===== src/rtl/rf_port_arbiter_pkg.sv =====
// Shared backend constants and register-read port assignment types.
package rf_port_arbiter_pkg;

   localparam int unsigned NUM_FUS    = 4;
   localparam int unsigned RS_ENTRIES = 16;
   localparam int unsigned OWNER_W    = (NUM_FUS > 1) ? $clog2(NUM_FUS) : 1;

   typedef logic [1:0] nsrc_t;

   typedef struct packed {
      logic               valid;
      logic [OWNER_W-1:0] owner;
      logic               slot;
   } rd_port_assign_t;

endpackage


===== src/rtl/rf_port_alloc.sv =====
// Combinational rotating first-fit read-port allocator; starved requesters are scanned first.
module rf_port_alloc
   import rf_port_arbiter_pkg::*;
#(
   parameter int unsigned NUM_REQ      = NUM_FUS,
   parameter int unsigned NUM_RD_PORTS = 4,
   localparam int unsigned PTR_W       = (NUM_REQ > 1) ? $clog2(NUM_REQ) : 1
) (
   input  logic [NUM_REQ-1:0]                  req_valid_i,
   input  logic [2*NUM_REQ-1:0]                req_nsrc_i,
   input  logic [PTR_W-1:0]                    rr_ptr_i,
   input  logic [NUM_REQ-1:0]                  starved_i,
   output logic [NUM_REQ-1:0]                  grant_o,
   output logic [PTR_W-1:0]                    next_ptr_o,
   output rd_port_assign_t [NUM_RD_PORTS-1:0]  port_assign_o
);

   // Wide enough to hold the port budget and an nsrc of 2 even with a single port.
   localparam int unsigned CNT_W = $clog2(NUM_RD_PORTS + 3);

   always_comb begin
      logic [CNT_W-1:0] rem;
      logic [CNT_W-1:0] port;
      logic [CNT_W-1:0] eff;
      logic [PTR_W:0]   sum;
      logic [PTR_W-1:0] idx;
      logic [PTR_W-1:0] last;
      nsrc_t            n;
      logic             sel;
      logic             hit;

      grant_o       = '0;
      port_assign_o = '0;
      next_ptr_o    = rr_ptr_i;
      rem           = CNT_W'(NUM_RD_PORTS);
      port          = '0;
      eff           = '0;
      sum           = '0;
      idx           = '0;
      last          = '0;
      n             = '0;
      sel           = 1'b0;
      hit           = 1'b0;

      // Pass 0 serves starved requesters, pass 1 the rest, both circularly from rr_ptr.
      for (int pass = 0; pass < 2; pass++) begin
         for (int unsigned k = 0; k < NUM_REQ; k++) begin
            sum = {1'b0, rr_ptr_i} + (PTR_W+1)'(k);
            if (sum >= (PTR_W+1)'(NUM_REQ)) sum = sum - (PTR_W+1)'(NUM_REQ);
            idx = sum[PTR_W-1:0];
            n   = req_nsrc_i[2*k +: 2];
            for (int unsigned j = 0; j < NUM_REQ; j++) begin
               if (PTR_W'(j) == idx) n = req_nsrc_i[2*j +: 2];
            end
            eff = (n == 2'd3) ? CNT_W'(2) : CNT_W'(n);
            sel = (pass == 0) ? starved_i[idx] : !starved_i[idx];
            if (req_valid_i[idx] && sel && (eff <= rem)) begin
               grant_o[idx] = 1'b1;
               rem          = rem - eff;
               last         = idx;
               hit          = 1'b1;
               for (int s = 0; s < 2; s++) begin
                  if (CNT_W'(s) < eff) begin
                     for (int unsigned p = 0; p < NUM_RD_PORTS; p++) begin
                        if (CNT_W'(p) == port) begin
                           port_assign_o[p].valid = 1'b1;
                           port_assign_o[p].owner = OWNER_W'(idx);
                           port_assign_o[p].slot  = 1'(s);
                        end
                     end
                     port = port + CNT_W'(1);
                  end
               end
            end
         end
      end

      if (hit) next_ptr_o = (last == PTR_W'(NUM_REQ - 1)) ? '0 : last + PTR_W'(1);
   end

endmodule


===== src/rtl/rf_port_arbiter.sv =====
// Register-file read-port arbiter: same-cycle grants, registered port assignments.
// Optional starvation guard enabled by defining RFARB_STARVE_GUARD_EN.
module rf_port_arbiter
   import rf_port_arbiter_pkg::*;
#(
   parameter int unsigned NUM_REQ      = NUM_FUS,
   parameter int unsigned NUM_RD_PORTS = 4,
   parameter int unsigned STARVE_LIMIT = 3
) (
   input  logic                                clk,
   input  logic                                rst,
   input  logic                                flush,
   input  logic [NUM_REQ-1:0]                  req_valid,
   input  logic [2*NUM_REQ-1:0]                req_nsrc,
   output logic [NUM_REQ-1:0]                  grant,
   output logic [NUM_RD_PORTS-1:0]             rd_port_valid,
   output logic [NUM_RD_PORTS*$clog2(NUM_REQ)-1:0] rd_port_owner,
   output logic [NUM_RD_PORTS-1:0]             rd_port_slot
);

   localparam int unsigned PTR_W     = (NUM_REQ > 1) ? $clog2(NUM_REQ) : 1;
   localparam int unsigned OWN_OUT_W = $clog2(NUM_REQ);

   if (STARVE_LIMIT == 0) begin : g_bad_limit
      $error("STARVE_LIMIT must be at least 1");
   end

   logic [PTR_W-1:0]                   rr_ptr_q, rr_ptr_d;
   rd_port_assign_t [NUM_RD_PORTS-1:0] ports_q, ports_d;
   rd_port_assign_t [NUM_RD_PORTS-1:0] alloc_ports;
   logic [NUM_REQ-1:0]                 alloc_grant;
   logic [NUM_REQ-1:0]                 starved;
   logic [PTR_W-1:0]                   alloc_next;

   rf_port_alloc #(
      .NUM_REQ      (NUM_REQ),
      .NUM_RD_PORTS (NUM_RD_PORTS)
   ) u_alloc (
      .req_valid_i   (req_valid),
      .req_nsrc_i    (req_nsrc),
      .rr_ptr_i      (rr_ptr_q),
      .starved_i     (starved),
      .grant_o       (alloc_grant),
      .next_ptr_o    (alloc_next),
      .port_assign_o (alloc_ports)
   );

   // Flush cancels this cycle's grants and freezes the pointer.
   always_comb begin
      grant    = (rst || flush) ? '0 : alloc_grant;
      ports_d  = flush ? '0 : alloc_ports;
      rr_ptr_d = flush ? rr_ptr_q : alloc_next;
   end

   always_ff @(posedge clk) begin
      if (rst) begin
         rr_ptr_q <= '0;
         ports_q  <= '0;
      end else begin
         rr_ptr_q <= rr_ptr_d;
         ports_q  <= ports_d;
      end
   end

`ifdef RFARB_STARVE_GUARD_EN
   localparam int unsigned SCNT_W = $clog2(STARVE_LIMIT + 1);

   logic [SCNT_W-1:0] starve_q [NUM_REQ];
   logic [SCNT_W-1:0] starve_d [NUM_REQ];

   // Saturating per-requester denial counters.
   always_comb begin
      for (int unsigned i = 0; i < NUM_REQ; i++) begin
         starved[i]  = (starve_q[i] == SCNT_W'(STARVE_LIMIT));
         starve_d[i] = starve_q[i];
         if (flush || !req_valid[i] || alloc_grant[i]) starve_d[i] = '0;
         else if (!starved[i])                         starve_d[i] = starve_q[i] + SCNT_W'(1);
      end
   end

   always_ff @(posedge clk) begin
      if (rst) begin
         for (int unsigned i = 0; i < NUM_REQ; i++) starve_q[i] <= '0;
      end else begin
         starve_q <= starve_d;
      end
   end
`else
   assign starved = '0;
`endif

   always_comb begin
      for (int unsigned p = 0; p < NUM_RD_PORTS; p++) begin
         rd_port_valid[p]                         = ports_q[p].valid;
         rd_port_owner[p*OWN_OUT_W +: OWN_OUT_W] = OWN_OUT_W'(ports_q[p].owner);
         rd_port_slot[p]                          = ports_q[p].slot;
      end
   end

endmodule


===== config.mk =====
export PLATFORM = sky130hd
export DESIGN_NAME = rf_port_arbiter
export DESIGN_NICKNAME = d
export VERILOG_FILES = /design/src/rtl/rf_port_arbiter_pkg.sv /design/src/rtl/rf_port_alloc.sv /design/src/rtl/rf_port_arbiter.sv
export SDC_FILE = /design/constraint.sdc
export NUM_CORES = 1
export LEC_CHECK = 0
export CAP_MARGIN = 20
export CORE_AREA = 10 10 93 95
export DETAILED_ROUTE_END_ITERATION = 6
export DIE_AREA = 0 0 103 105
export PLACE_DENSITY = 0.65
export SYNTH_ARGS = -nofsm -noshare
export SYNTH_HDL_FRONTEND = slang
export SYNTH_SLANG_ARGS = --single-unit
export TNS_END_PERCENT = 30

===== constraint.sdc =====
create_clock -name clk -period 9.6 [get_ports clk]
set_input_delay 1.44 -clock clk [delete_from_list [all_inputs] [get_ports clk]]
set_output_delay 1.44 -clock clk [all_outputs]
set_load 0.05 [all_outputs]

==> results of run 1 <==
area by class of cell:
type,instances,area (sq um)
clock buffer,4,55.05
timing repair buffer,40,425.4
multi-input combinational,314,2417
fill,647,3299
inverter,25,97.59
tap,80,100.1
sequential,18,361.6
registers in the layout (all words and copies together), names as in the netlist:
name,count
rd_port_owner,8
rd_port_slot,4
rd_port_valid,4
rr_ptr_q,2
power breakdown:
part | leakage, uW | switching, uW | total (uW) | internal, uW
combinational | 0.00121 | 706 | 1130 | 423
sequential | 0.000147 | 13.6 | 113 | 99.3
clock | 0.0000288 | 23.0 | 59.5 | 36.4
worst min-delay path: cells and delay by family, from the launching register on:
family / cells / cell delay, ns
multiplexers: 1 / 0.19
flip-flops: 1 / 0.45
AND/OR/NAND/NOR: 1 / 0.05
repair_timing:
action / in CTS / in global routing
hold endpoints to repair: 0 / 0
gates resized for setup: 0 / 3
hold buffers: 0 / 0
setup endpoints to repair: 0 / 4
logic make-up (layout without fill, tap and decap cells):
| kind of cell | after synthesis | in the layout | share of synthesized area |
|---|---|---|---|
| and+or+nand+nor | 136 | 136 | 0.2336 |
| AOI/OAI and AO/OA | 111 | 111 | 0.2876 |
| buffers and inverters | 45 | 69 | 0.07158 |
| adders and majority gates | 40 | 40 | 0.1725 |
| muxes | 23 | 23 | 0.09753 |
| DFF | 18 | 18 | 0.1206 |
| xor gates and xnor gates | 4 | 4 | 0.01675 |
cell usage in the layout (no fill, tap or decap), types with 6 or more instances in the layout:
cell type / n
ha_1: 38
o21ai_0: 16
a21oi_1: 31
nand2_1: 37
nor2_1: 32
nor2b_1: 7
nand2b_1: 12
mux2i_1: 12
clkdlybuf4s50_1: 30
nor3_1: 6
mux2_2: 6
inv_1: 21
or2_2: 6
a31oi_1: 6
dfxtp_1: 17
buf_4: 6
nand3b_1: 6
nand3_1: 9
per-stage QoR:
step	cell area (sq um)	total power, uW
floorplan	2989	953.1
global placement	3398	1217
detailed placement	3398	1227
CTS	3453	1292
global route	3457	1419
finish	3457	1301
routing by layer:
layer	global-route usage	share of wire	wire length, um
met1	0.1981	0.46	3775
met2	0.2453	0.47	3848
met3	0.01910	0.054	444
met4	0.05070	0.022	179
met5	0	0	0
worst paths after layout:
check / from / to / cells past startpoint / slack (ns)
worst max-delay path: req_nsrc[1] / grant[1] / 29 / 0.66
worst min-delay path: rr_ptr_q[1] / rr_ptr_q[1] / 2 / 0.73
worst max register to register: rr_ptr_q[0] / rr_ptr_q[1] / 32 / 2.12
worst min register to register: rr_ptr_q[1] / rr_ptr_q[1] / 2 / 0.73
cells in the mapped netlist, drive strengths merged, types with 4 or more instances:
| cell | number | area, sq um |
|---|---|---|
| a31oi | 7 | 58.81 |
| o21ai | 21 | 127.6 |
| a222oi | 4 | 40.04 |
| nand2b | 12 | 75.07 |
| dfxtp | 18 | 360.4 |
| clkbuf | 8 | 30.03 |
| a21o | 5 | 37.54 |
| nor2 | 34 | 130.1 |
| mux2 | 6 | 67.56 |
| and3 | 6 | 42.54 |
| or2 | 7 | 46.30 |
| nand3 | 9 | 45.04 |
| ha | 38 | 475.5 |
| buf | 12 | 86.33 |
| inv | 24 | 92.60 |
| mux2i | 16 | 201.4 |
| nand2 | 38 | 145.1 |
| nor2b | 7 | 43.79 |
| o22ai | 5 | 71.32 |
| a221oi | 5 | 43.79 |
| a21oi | 31 | 155.2 |
| nor3 | 6 | 30.03 |
| nand3b | 6 | 45.04 |
| o21a | 4 | 30.03 |
==> results.yml, run 1 <==
clock_tree:
  cts_setup_buffers: 0
  clk_pin_slew_ns: 0.06
  cts_tree: "built"
  cts.sinks: 18
  numCtsBuffers: 3
  htree_num_levels: 1
  root_buffer: "clkbuf_8"
  cts_max_path_buffers: 2
  clkLatencyLatePin_ns: 0.25
sta:
  fmax_ghz: 0.1119
  fin_setup_tns_ns: 0
  drv_slew: 0
  final.setup_skew_ns: 0.002008
  fin_ws_ns: 0.6614
  hold_viol: 0
  worst_hold_slack_ns: 0.7334
  grt_setup_unrepaired: "no"
  worst_slew_pin_slew_ns: 0.6822
  setup_viol: 0
  min_period_over_period: 0.9311
  period_needed_ns: 8.939
  maxSlewHeadroom: 0.5435
pwr:
  power.density_mw_per_mm2: 376.4
  max-vdd-ir-drop_v: 0.0001160
  p_leak_uw: 0.001385
critical_path:
  crit_path_max_incr_delay_ns: 0.49
  endpoint_kind: "output pin"
  startpoint_type: "input pin"
  cpMaxStageDelayCell: "or4b_1"
  crit_type: "in -> out"
  crit_top_cell: "a21oi_1"
  path_buf_inv: 4
  crit_fanout: 8
  crit_required_ns: 8.16
  critPathTopFamily: "compound AO/OA/AOI/OAI gates"
  critPathArrivalTime_ns: 7.50
floorplanning:
  pin_count: 35
  die_y_um: 105
  row_count: 30
  die_w_um: 103
  core-area_sq_mm: 0.006756
  start_util: 0.4424
  die_area_sq_mm: 0.01082
drt:
  drt_iter0_markers: 201
  wl_per_cell_um: 17.15
  vias: 2929
  ant_nets: 0
  drt_wl_total_um: 8249
  drc: 0
  vias_per_cell: 6.089
  dr.pass1.iters: 5
final_layout:
  drive_gt1_frac: 0.1446
  antennaDiodeCount: 0
  fin_util: 0.5117
  fin_nets: 457
  final_cell_count_no_fill: 481
  area_growth_pct: 15.66
place:
  pre_cts_slack_ns: 0.4915
  gp_congestion: 0.8849
  dp_hpwl_um: 6817
  portBuffers: 34
  place_inst: 477
logic_synthesis:
  postSynthAreaPerCell_sq_um: 7.929
  yosys_warnings: 0
  synthesis.nets: 432
  async_reset_ff_frac: 0
  synth-main-ff-cell: "dfxtp_1"
  ys_seq_area_frac: 0.1206
  synth_edf_count: 0
  synth.cell_area_sq_mm: 0.002989
  synth_cells: 377
  synth.ff_latch_count: 18
  synth_cell_type_count: 75
grt:
  grt_pass1_vias: 2781
  track_usage: 0.1510
  gr-total-overflow: 0
  grt_first_pass_wirelength_um: 13640
  antenna_found_initial: 0
  grt_max_degree: 22
outcome:
  status: "finished, final reports clean"
job:
  drv_cap: 0
hold_path:
  min_path_type: "reg -> reg"
Power figures use the tool's default switching activity.
==> inputs of run 2 (changes only) <==
--- a/config.mk
+++ b/config.mk
@@ -6,11 +6,11 @@
 export NUM_CORES = 1
 export LEC_CHECK = 0
 export CAP_MARGIN = 20
-export CORE_AREA = 10 10 93 95
+export CORE_AREA = 10 10 122 124
 export DETAILED_ROUTE_END_ITERATION = 6
-export DIE_AREA = 0 0 103 105
-export PLACE_DENSITY = 0.65
+export DIE_AREA = 0 0 132 134
 export SYNTH_ARGS = -nofsm -noshare
 export SYNTH_HDL_FRONTEND = slang
+export SYNTH_HIERARCHICAL = 1
 export SYNTH_SLANG_ARGS = --single-unit
 export TNS_END_PERCENT = 30
==> run 2 against run 1 <==
Effect of this change: final area up 81%; critical path depth down 2; setup slack worse by 0.33 ns; synthesized cell count up 96%; core utilization down 1.1 points; global-route usage up 5.3 points; sequential share of layout area down 4.7 points; clock-buffer cell count down 1; first-iteration DRC count up 120%; flip-flop and latch count unchanged; fmax down 3.5%; synthesized area up 84%.
==> results.yml, run 2 <==
outcome:
  status: "finished, final reports clean"
clock_tree:
  htree_num_levels: 1
  cts.sinks: 18
  clk_pin_slew_ns: 0.05
  root_buffer: "clkbuf_16"
  cts_max_path_buffers: 2
  cts_setup_buffers: 0
  numCtsBuffers: 3
  clkLatencyLatePin_ns: 0.24
  cts_tree: "built"
floorplanning:
  pin_count: 35
  row_count: 41
  die_area_sq_mm: 0.01769
  start_util: 0.4419
  die_w_um: 132
  core-area_sq_mm: 0.01247
  die_y_um: 134
final_layout:
  multi_input_area_sq_mm: 0.004898
  fin_nets: 881
  largest_register_ffs: 8
  final_cell_mix: "nand2_1 (93), ha_1 (77), nor2_1 (53)"
  drive_gt1_frac: 0.1034
  fill_cells: 1253
  area_growth_pct: 13.35
  final_common_cell: "nand2_1"
  antennaDiodeCount: 0
  seq_area_sq_um: 360.3
place:
  dp_hpwl_um: 15270
  portBuffers: 34
  gp_congestion: 0.9666
drt:
  wl_per_cell_um: 19.46
  vias: 5900
  ant_nets: 0
  dr.pass1.iters: 5
  drt_wl_total_um: 18580
  vias_per_cell: 6.178
  drc: 0
  drt_iter0_markers: 451
logic_synthesis:
  async_reset_ff_frac: 0
  synth.ff_latch_count: 18
  synthTopCellsByCount: "nand2_1 (93), ha_1 (77), nor2_1 (53)"
  synth.cell_area_sq_mm: 0.005509
  yosys.cell_count.top_type: "nand2_1"
  synth_top_area_frac: 0.1749
  ys_seq_area_frac: 0.06541
  synth_edf_count: 0
  postSynthAreaPerCell_sq_um: 7.445
  synth-main-ff-cell: "dfxtp_1"
  yosys_warnings: 6
  synth_cell_type_count: 98
  synth.area.top_cells: "ha_1 (17%), dfxtp_1 (6.5%), nand2_1 (6.3%)"
  synth_cells: 740
  yosys.area.top_type: "ha_1"
critical_path:
  crit_type: "in -> out"
  crit_top_cell: "ha_1"
  endpoint_kind: "output pin"
  crit_path_max_incr_delay_ns: 0.53
  crit_required_ns: 8.16
  critPathTopFamily: "compound AO/OA/AOI/OAI gates"
  crit_fanout: 10
  path_buf_inv: 5
  startpoint_type: "input pin"
  critPathArrivalTime_ns: 7.82
  cpMaxStageDelayCell: "clkdlybuf4s50_1"
sta:
  final.setup_skew_ns: 0.001613
  period_needed_ns: 9.265
  maxSlewHeadroom: 0.2424
  hold_viol: 0
  fin_setup_tns_ns: 0
  drv_slew: 0
  grt_setup_unrepaired: "no"
  min_period_over_period: 0.9651
  setup_viol: 0
  fmax_ghz: 0.1079
  worst_slew_pin_slew_ns: 1.136
grt:
  antenna_found_initial: 0
  grt_first_pass_wirelength_um: 30040
  gr-total-overflow: 0
  grt_max_degree: 23
  grt_pass1_vias: 5703
  track_usage: 0.2036
hold_path:
  min_path_type: "reg -> reg"
job:
  drv_cap: 0
==> run 2: cells by family after synthesis <==
logic type / count (synthesis) / share of synthesized area
XOR/XNOR: 17 / 0.04338
multiplexers: 36 / 0.08676
other: 2 / 0.001363
AND/OR/NAND/NOR: 276 / 0.2476
buffers and inverters: 81 / 0.05996
adder cells (fa/ha/maj): 81 / 0.1894
AO/OA/AOI/OAI: 229 / 0.3062
flip-flops: 18 / 0.06541
==> run 2: layout make-up <==
type	instances	area share
multi-input combinational	659	0.7844
tap	172	0.03446
clock buffer	3	0.01202
inverter	54	0.03246
sequential	18	0.05770
timing repair buffer	49	0.07894
==> run 2: final timing paths <==
check                     endpoint  slack [ns]  cells after the start   startpoint
setup / recovery          grant[0]        0.34                     27  req_nsrc[0]
hold reg to reg        rr_ptr_q[1]        0.69                      2  rr_ptr_q[1]
hold / removal         rr_ptr_q[1]        0.69                      2  rr_ptr_q[1]
setup reg to reg  rd_port_valid[1]        0.91                     31  rr_ptr_q[1]
==> run 2: worst min-delay path, stage by stage (launching register included) <==
cell	delay [ns]
dfxtp_1	0.42
mux2i_1	0.18
nor2_1	0.05
==> run 2: stage by stage <==
step	utilization	area (sq um)	std cells	hold slack, ns	setup WS [ns]
after floorplan	-	5577	758	0.5159	0.6615
after global placement	0.4939	6157	952	0.6861	0.3633
after detailed placement	0.4939	6157	952	0.6921	0.1350
after CTS	0.5000	6232	955	0.6981	0.07917
after global routing	0.5010	6245	955	0.7834	0.03642
final	0.5010	6245	955	0.6938	0.3353
==> run 2: repair_timing <==
action | 4_1_cts | 5_1_grt
hold buffers | 0 | 0
gates resized for setup | 0 | 4
setup endpoints to repair | 0 | 4
==> run 2: layer usage <==
layer / share of wire / wire [um] / vias up / global-route usage
li1: - / - / 2802 / -
met1: 0.43 / 7919 / 2784 / 0.2544
met2: 0.46 / 8622 / 264 / 0.3399
met3: 0.064 / 1189 / 50 / 0.02128
met4: 0.046 / 854 / 0 / 0.1032
met5: 0 / 0 / - / 0
Power of run 2 is not shown: default switching activity piles up to over one toggle a cycle in this logic, so the estimate is an artifact.
==> inputs of run 3 (changes only) <==
--- a/config.mk
+++ b/config.mk
@@ -5,8 +5,9 @@
 export SDC_FILE = /design/constraint.sdc
 export NUM_CORES = 1
 export LEC_CHECK = 0
-export CAP_MARGIN = 20
+export CAP_MARGIN = 10
 export CORE_AREA = 10 10 122 124
+export CTS_BUF_LIST = sky130_fd_sc_hd__clkbuf_4 sky130_fd_sc_hd__clkbuf_8 sky130_fd_sc_hd__clkbuf_16
 export DETAILED_ROUTE_END_ITERATION = 6
 export DIE_AREA = 0 0 132 134
 export SYNTH_ARGS = -nofsm -noshare
==> results of run 3 <==
No change in the layout: final DEF, timing and power equal those of run 2.
Power of run 3 is left out for the same reason.
